### config.mk
export PLATFORM = sky130hd
export DESIGN_NAME = control_desplazamiento
export DESIGN_NICKNAME = d
export VERILOG_FILES = /design/src/rtl/control_desplazamiento_pkg.sv /design/src/rtl/control_desplazamiento.sv
export SDC_FILE = /design/constraint.sdc
export NUM_CORES = 1
export LEC_CHECK = 0
export BUFFER_PORTS_ARGS = -buffer_cell sky130_fd_sc_hd__clkbuf_2
export CAP_MARGIN = 25
export CORE_MARGIN = 1
export CORE_UTILIZATION = 45
export DETAILED_ROUTE_END_ITERATION = 8
export PLACE_DENSITY = 0.89
export SYNTH_ARGS = -nofsm -noshare
export SYNTH_HDL_FRONTEND = slang
export SYNTH_SLANG_ARGS = --single-unit
### constraint.sdc
create_clock -name clk -period 2.15 [get_ports clk]
set_clock_uncertainty 0.1 [all_clocks]
set_input_delay 0.43 -clock clk [delete_from_list [all_inputs] [get_ports clk]]
set_output_delay 0.43 -clock clk [all_outputs]
set_load 0.01 [all_outputs]
### src/rtl/control_desplazamiento_pkg.sv
// Shared ALU constants for the multi-pass shift sequencer.
// State encoding and pass limits used by control_desplazamiento.
package control_desplazamiento_pkg;

  localparam int ANCHO_DATO = 8;
  localparam int PASO_MAX   = 7;

  typedef enum logic [1:0] {
    ESPERA   = 2'd0,
    DESPLAZA = 2'd1,
    LISTO    = 2'd2
  } estado_t;

endpackage

### src/rtl/control_desplazamiento.sv
// Splits a left shift of up to 2^ANCHO_CANT-1 bits into passes of
// at most PASO_MAX bits through an external combinational shifter.
module control_desplazamiento
  import control_desplazamiento_pkg::*;
#(
  parameter int ANCHO_CANT = 5
) (
  input  logic                  clk,
  input  logic                  rst_n,
  input  logic                  in_valido,
  output logic                  in_listo,
  input  logic [7:0]            dato_in,
  input  logic [ANCHO_CANT-1:0] cant_in,
  output logic [7:0]            sh_valor,
  output logic [2:0]            sh_cant,
  input  logic [7:0]            sh_resultado,
  output logic                  out_valido,
  input  logic                  out_listo,
  output logic [7:0]            dato_out,
  output logic                  cero,
  output logic                  acarreo,
  output logic                  ocupado
);

  estado_t               estado, estado_sig;
  logic [7:0]            valor;
  logic [ANCHO_CANT-1:0] resto;
  logic [ANCHO_CANT-1:0] resto_sig;
  logic                  acarreo_q;
  logic [2:0]            paso;
  logic [3:0]            idx;
  logic                  saliente;

  // Step size: min(resto, PASO_MAX); ANCHO_CANT is assumed >= 3.
  always_comb begin
    paso = resto[2:0];
    if (resto > ANCHO_CANT'(PASO_MAX))
      paso = 3'(PASO_MAX);
  end

  assign resto_sig = resto - ANCHO_CANT'(paso);
  assign idx       = 4'(ANCHO_DATO) - {1'b0, paso};
  assign saliente  = valor[idx[2:0]];

  always_ff @(posedge clk or negedge rst_n) begin
    if (!rst_n)
      estado <= ESPERA;
    else
      estado <= estado_sig;
  end

  always_comb begin
    estado_sig = estado;
    unique case (estado)
      ESPERA:
        if (in_valido)
          estado_sig = DESPLAZA;
      DESPLAZA:
        if (resto_sig == '0)
          estado_sig = LISTO;
      LISTO:
        if (out_listo)
          estado_sig = ESPERA;
      default:
        estado_sig = ESPERA;
    endcase
  end

  always_ff @(posedge clk or negedge rst_n) begin
    if (!rst_n) begin
      valor     <= '0;
      resto     <= '0;
      acarreo_q <= 1'b0;
    end else begin
      if (estado == ESPERA && in_valido) begin
        valor     <= dato_in;
        resto     <= cant_in;
        acarreo_q <= 1'b0;
      end else if (estado == DESPLAZA) begin
        valor <= sh_resultado;
        resto <= resto_sig;
        if (paso != 3'd0)
          acarreo_q <= saliente;
      end
    end
  end

  assign in_listo   = (estado == ESPERA);
  assign out_valido = (estado == LISTO);
  assign ocupado    = (estado != ESPERA);
  assign sh_valor   = (estado == DESPLAZA) ? valor : 8'd0;
  assign sh_cant    = (estado == DESPLAZA) ? paso : 3'd0;
  assign dato_out   = valor;
  assign cero       = (valor == 8'd0);
  assign acarreo    = acarreo_q;

endmodule
# Yosys cells after proc, flatten, opt, wreduce, memory -nomap -nowiden
# Cells that the tools add are included.
# totals
reg_bits	16
in_bits	25
output_inout_bits	24
word_cells	39
# op_classes
addsub	2
n_lt_le_gt_ge	2
eq_ne	5
n_mux	16
n_reduce_logical	10
# ops
cell	count
two-way mux 8 bit	3
two-way mux 5 bit	2
logical NOT 8 bit	1
two-way mux 2 bit	3
two-way mux 3 bit	2
one-hot mux 2 bit (3 select lines)	1
nonzero test 2 bit	3
greater-than comparator 5 x 3 -> 1 bit (second input constant)	1
logical NOT 5 bit	1
subtractor 5 x 3 -> 5 bit	1
< comparator 3 x 4 -> 1 bit (second input constant)	1
two-way mux 1 bit	4
!= test 2 bit (second input constant)	2
binary-select mux 1 bit (select 3 bit)	1
AND reduction 3 bit	1
nonzero test 3 bit	1
subtractor 1 x 3 -> 3 bit (first input constant)	1
equality test 2 x 1 -> 1 bit (second input constant)	1
equality test 2 bit (second input constant)	1
logical NOT 2 bit	1
!= test 2 x 1 -> 1 bit (second input constant)	1
AND reduction 2 bit	1
logical AND 1 bit	1

# Logic depth before layout (Yosys ltp)
# Gate-level depths: netlist (run 1).
# logic_depth
depth_word	8
mapped_depth	8
depth_no_buf	7

# Worst setup path before layout (run 1)
# No wires, ideal clock.
# synth_timing
kind	register to register
start	register resto[4]
end	register acarreo_q (netlist: acarreo)
setup_time_ns	0.130
t_arrival_ns	1.504
t_required_ns	1.920
path_slack_ns	0.416
path_stages_with_launch	6
n_path_buf	1
period_less_slack_ns	1.734
path_cell_list	dfrtp_1 buf_6 nor3_4 mux4_1 mux2i_1 o31ai_2
# synth_between
elab_chain_len	8
word_cells_on_any_way	11
cone_classes	add/sub (1); order compare (1); mux (6); reduce/logical (3)
# synth_rtl
element	line_no	source
start, declared	control_desplazamiento.sv:27	logic [ANCHO_CANT-1:0] resto;
start signal, assigned	control_desplazamiento.sv:77	resto <= cant_in;
start signal, assigned	control_desplazamiento.sv:81	resto <= resto_sig;
greater-than comparator 5 x 3 -> 1 bit (*)	control_desplazamiento.sv:37	if (resto > ANCHO_CANT'(PASO_MAX))
two-way mux 3 bit (*)	control_desplazamiento.sv:37	
subtractor 1 x 3 -> 3 bit	control_desplazamiento.sv:42	assign idx = 4'(ANCHO_DATO) - {1'b0, paso};
binary-select mux 1 bit (select 3 bit)	control_desplazamiento.sv:43	assign saliente = valor[idx[2:0]];
two-way mux 1 bit (implied by the code)	control_desplazamiento.sv:43	
two-way mux 1 bit	control_desplazamiento.sv:82	if (paso != 3'd0)
two-way mux 1 bit	control_desplazamiento.sv:79	end else if (estado == DESPLAZA) begin
two-way mux 1 bit	control_desplazamiento.sv:75	if (estado == ESPERA && in_valido) begin
end signal, assigned	control_desplazamiento.sv:83	acarreo_q <= saliente;
end, declared	control_desplazamiento.sv:29	logic acarreo_q;
# Every way passes the cells marked *; elsewhere a longest branch is shown, timed or not. The select of a mux whose other input is x is not followed.
# A chain may end at the register's enable or synchronous reset.

# Worst setup path after layout (run 1)
# layout_timing
start	register valor[6] (netlist: dato_out[6])
end	output cero
# layout_between
elab_chain_len	1
# layout_rtl
element	line_no	source
start, declared	control_desplazamiento.sv:26	logic [7:0] valor;
start signal, assigned	control_desplazamiento.sv:76	valor <= dato_in;
start signal, assigned	control_desplazamiento.sv:80	valor <= sh_resultado;
logical NOT 8 bit	control_desplazamiento.sv:94	assign cero = (valor == 8'd0);
end, declared	control_desplazamiento.sv:20	output logic cero,
# Every way passes these cells.

==> reports/results.ini, run 1 <==
[outcome]
status = completed

[layout]
fill_cells = 187
drive_gt1_frac = 0.383
area_growth_pct = 31.6
fin_util = 0.652
final_nets = 191
insertedDiodeCount = 0
final_common_cell = clkbuf_2
final_cell_mix = clkbuf_2, nand2_1, dfrtp_1, nor2_1, a22oi_1

[logic_synthesis]
synth_xor_area_frac = 0
synth_edf_count = 0
ys_types = 28
synth_area_mm2 = 0.00100
async_flop_share = 1.00
seq_area_frac_synth = 0.400
ys_ff_latch = 16
synthCells = 111
synth_compound_area_frac = 0.159
yosys.area_share.simple = 0.289
ys_warn_count = 0
syn_nets = 139
ys.flop_type = dfrtp_1
synthAdderAreaFrac = 0.0375
syn_avg_cell_area_um2 = 9.02
synth_top_family_by_area = simple AND/OR/NAND/NOR gates
synth_mux_area_frac = 0.0625

[setup_path]
worstPathMaxFanout = 5
slowest_delay_ps = 540
cpMaxStageDelayCell = or4_1
cp_cell_sequence = or4_1 > nor2_1 > clkbuf_2
crit_type = register to output pin
cp-start-kind = register
crit_arrival_ps = 1490
required_ps = 1620
end_kind = output pin

[detailed_routing]
drc = 0
drt_wl_total_mm = 2.58
drt-pass1-iter-count = 4
drtIter0Drc = 25
avgViaCountPerCell = 5.52
drtAntennaViolNets = 0
wire_per_inst_um = 13.6
vias = 1043

[placed_design]
dp_slack_ps = 285
gp_congestion = 0.930
port_buffers = 48
place_hpwl_mm = 2.06

[die]
coreArea_mm2 = 0.00202
die-area_mm2 = 0.00242
die_w_um = 49.2
row_count = 16
fp.dieH_um = 49.2
initial_core_util = 0.495
io_pins = 49

[sta]
drv_slew = 0
maxSlewHeadroom = 0.727
max_freq_ghz = 0.494
fin_tns_setup_ps = 0
setup_viol = 0
rsz0062_at_grt = false
hold_violations = 0
setup_ws_ps = 127
worst_pin_slew_ps = 409
period_share = 0.941
min_period_ps = 2020

[worst_hold_path]
min_path_type = input pin to register

[global_routing]
grt_first_pass_wirelength_mm = 4.53
grt.overflow.total = 0
grt_pass1_vias = 1036
track_usage = 0.241
antenna_found_initial = 0
grt_max_degree = 17

[power]
switchingPower_uw = 1090
sw_frac_of_total = 0.469
p_int_uw = 1240
vdd_drop_max_mv = 0.968
pwr-share-comb = 0.622
power_density_mw_per_mm2 = 1770
cellLeakagePower_uw = 0.000703
p_clk_frac = 0.085
p_seq_frac = 0.292

[clock_tree]
cts_tree = built
numCtsBuffers = 3
cts_root_buffer = clkbuf_4
cts_setup_buffers = 0
clock_path_buffers = 2
cts.sinks = 16
clk_pin_slew_worst_paths_ps = 100
post_cts_resized = 0
worstSkewPairLatency_ps = 280
hold_buffers = 1
htreeDepth = 1

[run]
max_cap_viol_count = 0

Yosys cell counts (all sizes together), types with 2 or more instances:
| cell type | n | area [um2] |
|---|---|---|
| or2 | 2 | 12.5 |
| mux4 | 2 | 52.6 |
| buf | 2 | 22.5 |
| o21ai | 5 | 25.0 |
| dfrtp | 16 | 400 |
| inv | 3 | 11.3 |
| nor2b | 2 | 12.5 |
| nor2 | 10 | 37.5 |
| clkbuf | 5 | 18.8 |
| nor3 | 5 | 36.3 |
| ha | 3 | 37.5 |
| nand2 | 22 | 82.6 |
| nand3 | 3 | 15.0 |
| or4 | 2 | 15.0 |
| and2 | 8 | 50.1 |
| a22oi | 10 | 75.1 |
state kept, by name, summed over array words and instances, names as in the netlist:
register	cells
acarreo	1
dato_out	8
estado	2
resto	5
power groups by stage:
stage	Combinational [uW]	Clock [uW]	Sequential (uW)
finish	1450	199	681
global route	1610	222	709
CTS	1460	201	681
detailed placement	1450	0	687
global placement	1380	0	666
floorplan	998	0	631
layer usage:
layer  wire (um)  vias up  track usage
li1            -      498            -
met1        1120      491        0.295
met2        1270       50        0.432
met3         180        4       0.0405
met4          14        0       0.0686
met5           0        -            0
critical path: cells and delay by family, from the launching register on:
kind	cells	cell delay, ps
simple gates	2	640
buf+inv	1	140
flops	1	440
cell type report:
cell class                 instances  area (um2)  share of cell area
tap                               27        33.8              0.0256
clock buffer                       4        36.3              0.0275
sequential                        16         400               0.304
multi-input combinational         85         548               0.416
inverter                           3        11.3             0.00855
timing repair buffer              54         288               0.218
cell families after synthesis:
group | after synthesis
simple gates | 57
flops | 16
buf+inv | 10
fa+ha+maj | 3
mux | 3
compound gates | 22
per-stage QoR:
step	hold slack [ps]	total power, uW	std cells	instance area [um2]
floorplan	34.4	1630	111	1000
global placement	271	2050	184	1270
detailed placement	276	2130	184	1270
CTS	242	2340	189	1320
global route	249	2540	189	1320
finish	249	2330	189	1320
final timing paths:
kind	startpoint	to	slack (ps)	depth (start not counted)
max	dato_out[6]	cero	130	3
min	cant_in[2]	resto[2]	250	3
max reg2reg	resto[4]	acarreo	260	5
min reg2reg	dato_out[3]	dato_out[3]	450	2
max in group asynchronous	rst_n	dato_out[2]	1160	2
min in group asynchronous	rst_n	resto[0]	500	2
Power figures use the tool's default switching activity.
==> run 2: changes to the inputs <==
BUFFER_PORTS_ARGS = unset   (was -buffer_cell sky130_fd_sc_hd__clkbuf_2)
CORE_UTILIZATION = 60   (was 45)
DONT_BUFFER_PORTS = 1   (was unset)
PLACE_DENSITY = 0.86   (was 0.89)
SLEW_MARGIN = 20   (was unset)
==> run 2 against run 1 <==
  * Die area down 24%
  * Final cell count shrank 32%
  * Critical path depth is 1 lower
  * Critical path type unchanged
==> reports/results.ini, run 2 (same netlist as run 1, synthesis figures left out) <==
[die]
io_pins = 49  ; unchanged
row_count = 14  ; -2
die-area_mm2 = 0.00184  ; -24%
coreArea_mm2 = 0.00152  ; -25%
die_w_um = 42.8  ; -13%
initial_core_util = 0.657  ; +0.162
fp.dieH_um = 42.8  ; -13%

[sta]
rsz0062_at_grt = false
worst_pin_slew_ps = 712  ; +303 ps
drv_slew = 0  ; unchanged
maxSlewHeadroom = 0.524  ; -0.204
setup_ws_ps = 98.8  ; -28.1 ps
setup_viol = 0  ; unchanged
max_freq_ghz = 0.488  ; -1.4%
min_period_ps = 2050  ; +28.1 ps
fin_tns_setup_ps = 0  ; unchanged
hold_violations = 0  ; unchanged
period_share = 0.954  ; +0.0131

[power]
vdd_drop_max_mv = 0.911  ; -5.8%
power_density_mw_per_mm2 = 1930  ; +9.5%
switchingPower_uw = 984  ; -9.9%
cellLeakagePower_uw = 0.000494  ; -30%
p_int_uw = 1060  ; -14%
p_clk_frac = 0.099  ; +0.014
p_seq_frac = 0.352  ; +0.060
pwr-share-comb = 0.549  ; -0.073
sw_frac_of_total = 0.482  ; +0.0126

[layout]
final_nets = 142  ; -26%
final_common_cell = nand2_1
final_cell_mix = nand2_1, dfrtp_1, nor2_1, a22oi_1, and2_1
area_growth_pct = 5.50
insertedDiodeCount = 0  ; unchanged
largest_reg_flops = 8  ; unchanged
drive_gt1_frac = 0.115  ; -0.268

[global_routing]
antenna_found_initial = 0  ; unchanged
grt.overflow.total = 0  ; unchanged
grt_pass1_vias = 752  ; -27%
grt-busiest-layer = met2
met2_usage = 0.367  ; -0.0648
met1_usage = 0.334  ; +0.0397
track_usage = 0.244  ; +0.00281
grt_max_degree = 17  ; unchanged
grt_first_pass_wirelength_mm = 3.31  ; -27%
grt_util_met3 = 0.0638  ; +0.0233

[placed_design]
place_hpwl_mm = 1.48  ; -28%
dp_slack_ps = 310  ; +25.3 ps
port_buffers = 0  ; -100%
gp_congestion = 0.798  ; -14%

[clock_tree]
clk_pin_slew_worst_paths_ps = 90  ; about the same
htreeDepth = 1  ; unchanged
cts.sinks = 16  ; unchanged
numCtsBuffers = 3  ; unchanged
hold_buffers = 1  ; unchanged
post_cts_resized = 0  ; unchanged
cts_tree = built
worstSkewPairLatency_ps = 290  ; about the same
cts_root_buffer = clkbuf_4
clock_path_buffers = 2  ; unchanged
cts_setup_buffers = 0  ; unchanged

[detailed_routing]
wire_per_inst_um = 15.9  ; +16%
avgViaCountPerCell = 6.43  ; +17%
vias = 830  ; -20%
drt-pass1-iter-count = 4  ; unchanged
drtAntennaViolNets = 0  ; unchanged
drt_wl_total_mm = 2.05  ; -21%
drtIter0Drc = 27  ; +8.0%
drc = 0  ; unchanged

[setup_path]
reg2regPathDepth = 4  ; -1
required_ps = 1620  ; about the same
slowest_delay_ps = 540  ; about the same
end_kind = output pin
cp-start-kind = register
worstPathMaxFanout = 5  ; unchanged
cp_cell_sequence = or4_1 > nor2_1
path_buf_inv = 0  ; -1
reg2reg_slack_ps = 300  ; +40 ps
cpMaxStageDelayCell = or4_1
crit_type = register to output pin
crit_cells = 2  ; -1
crit_arrival_ps = 1520  ; +30 ps
crit_family = simple AND/OR/NAND/NOR gates

[worst_hold_path]
holdPathStages = 2  ; -1
min_path_type = input pin to register

[outcome]
status = completed

[run]
max_cap_viol_count = 0  ; unchanged

[run 2: cell type report]
| type | count | area [um2] |
|---|---|---|
| Tap cell | 16 | 20.0 |
| Fill cell | 130 | 468 |
| Clock buffer | 4 | 36.3 |
| Inverter | 3 | 11.3 |
| Timing Repair Buffer | 5 | 40.0 |
| Sequential cell | 16 | 400 |
| Multi-Input combinational cell | 85 | 548 |
[run 2: power groups by stage]
stage               sequential, uW  clock, uW  combinational (uW)
floorplan                      631          0                 998
global placement               710          0                1090
detailed placement             722          0                1120
CTS                            717        204                1130
global route                   750        216                1260
finish                         718        202                1120
[run 2: path summary, 6_finish.rpt]
| check | startpoint | endpoint |
|---|---|---|
| worst max-delay path | dato_out[2] | cero |
| worst min-delay path | cant_in[3] | resto[3] |
| worst max register to register | resto[4] | acarreo |
| worst min register to register | resto[1] | resto[1] |
| max in group asynchronous | rst_n | dato_out[3] |
| min in group asynchronous | rst_n | dato_out[0] |
[run 2: metal layers]
metal / share of wire / up-vias
li1: - / 398
met1: 0.45 / 391
met2: 0.48 / 37
met3: 0.068 / 4
met4: 0.0093 / 0
met5: 0 / -
[run 2: metrics by stage]
step	total power [uW]	instance area (um2)	cells	hold slack, ps	utilization
6_report	2040	1060	129	152	0.693
3_5_place_dp	1840	1010	124	34.7	0.663
2_1_floorplan	1630	1000	111	34.4	-
3_3_place_gp	1800	1010	124	34.7	0.663
5_1_grt	2220	1060	129	150	0.693
4_1_cts	2050	1060	129	154	0.693
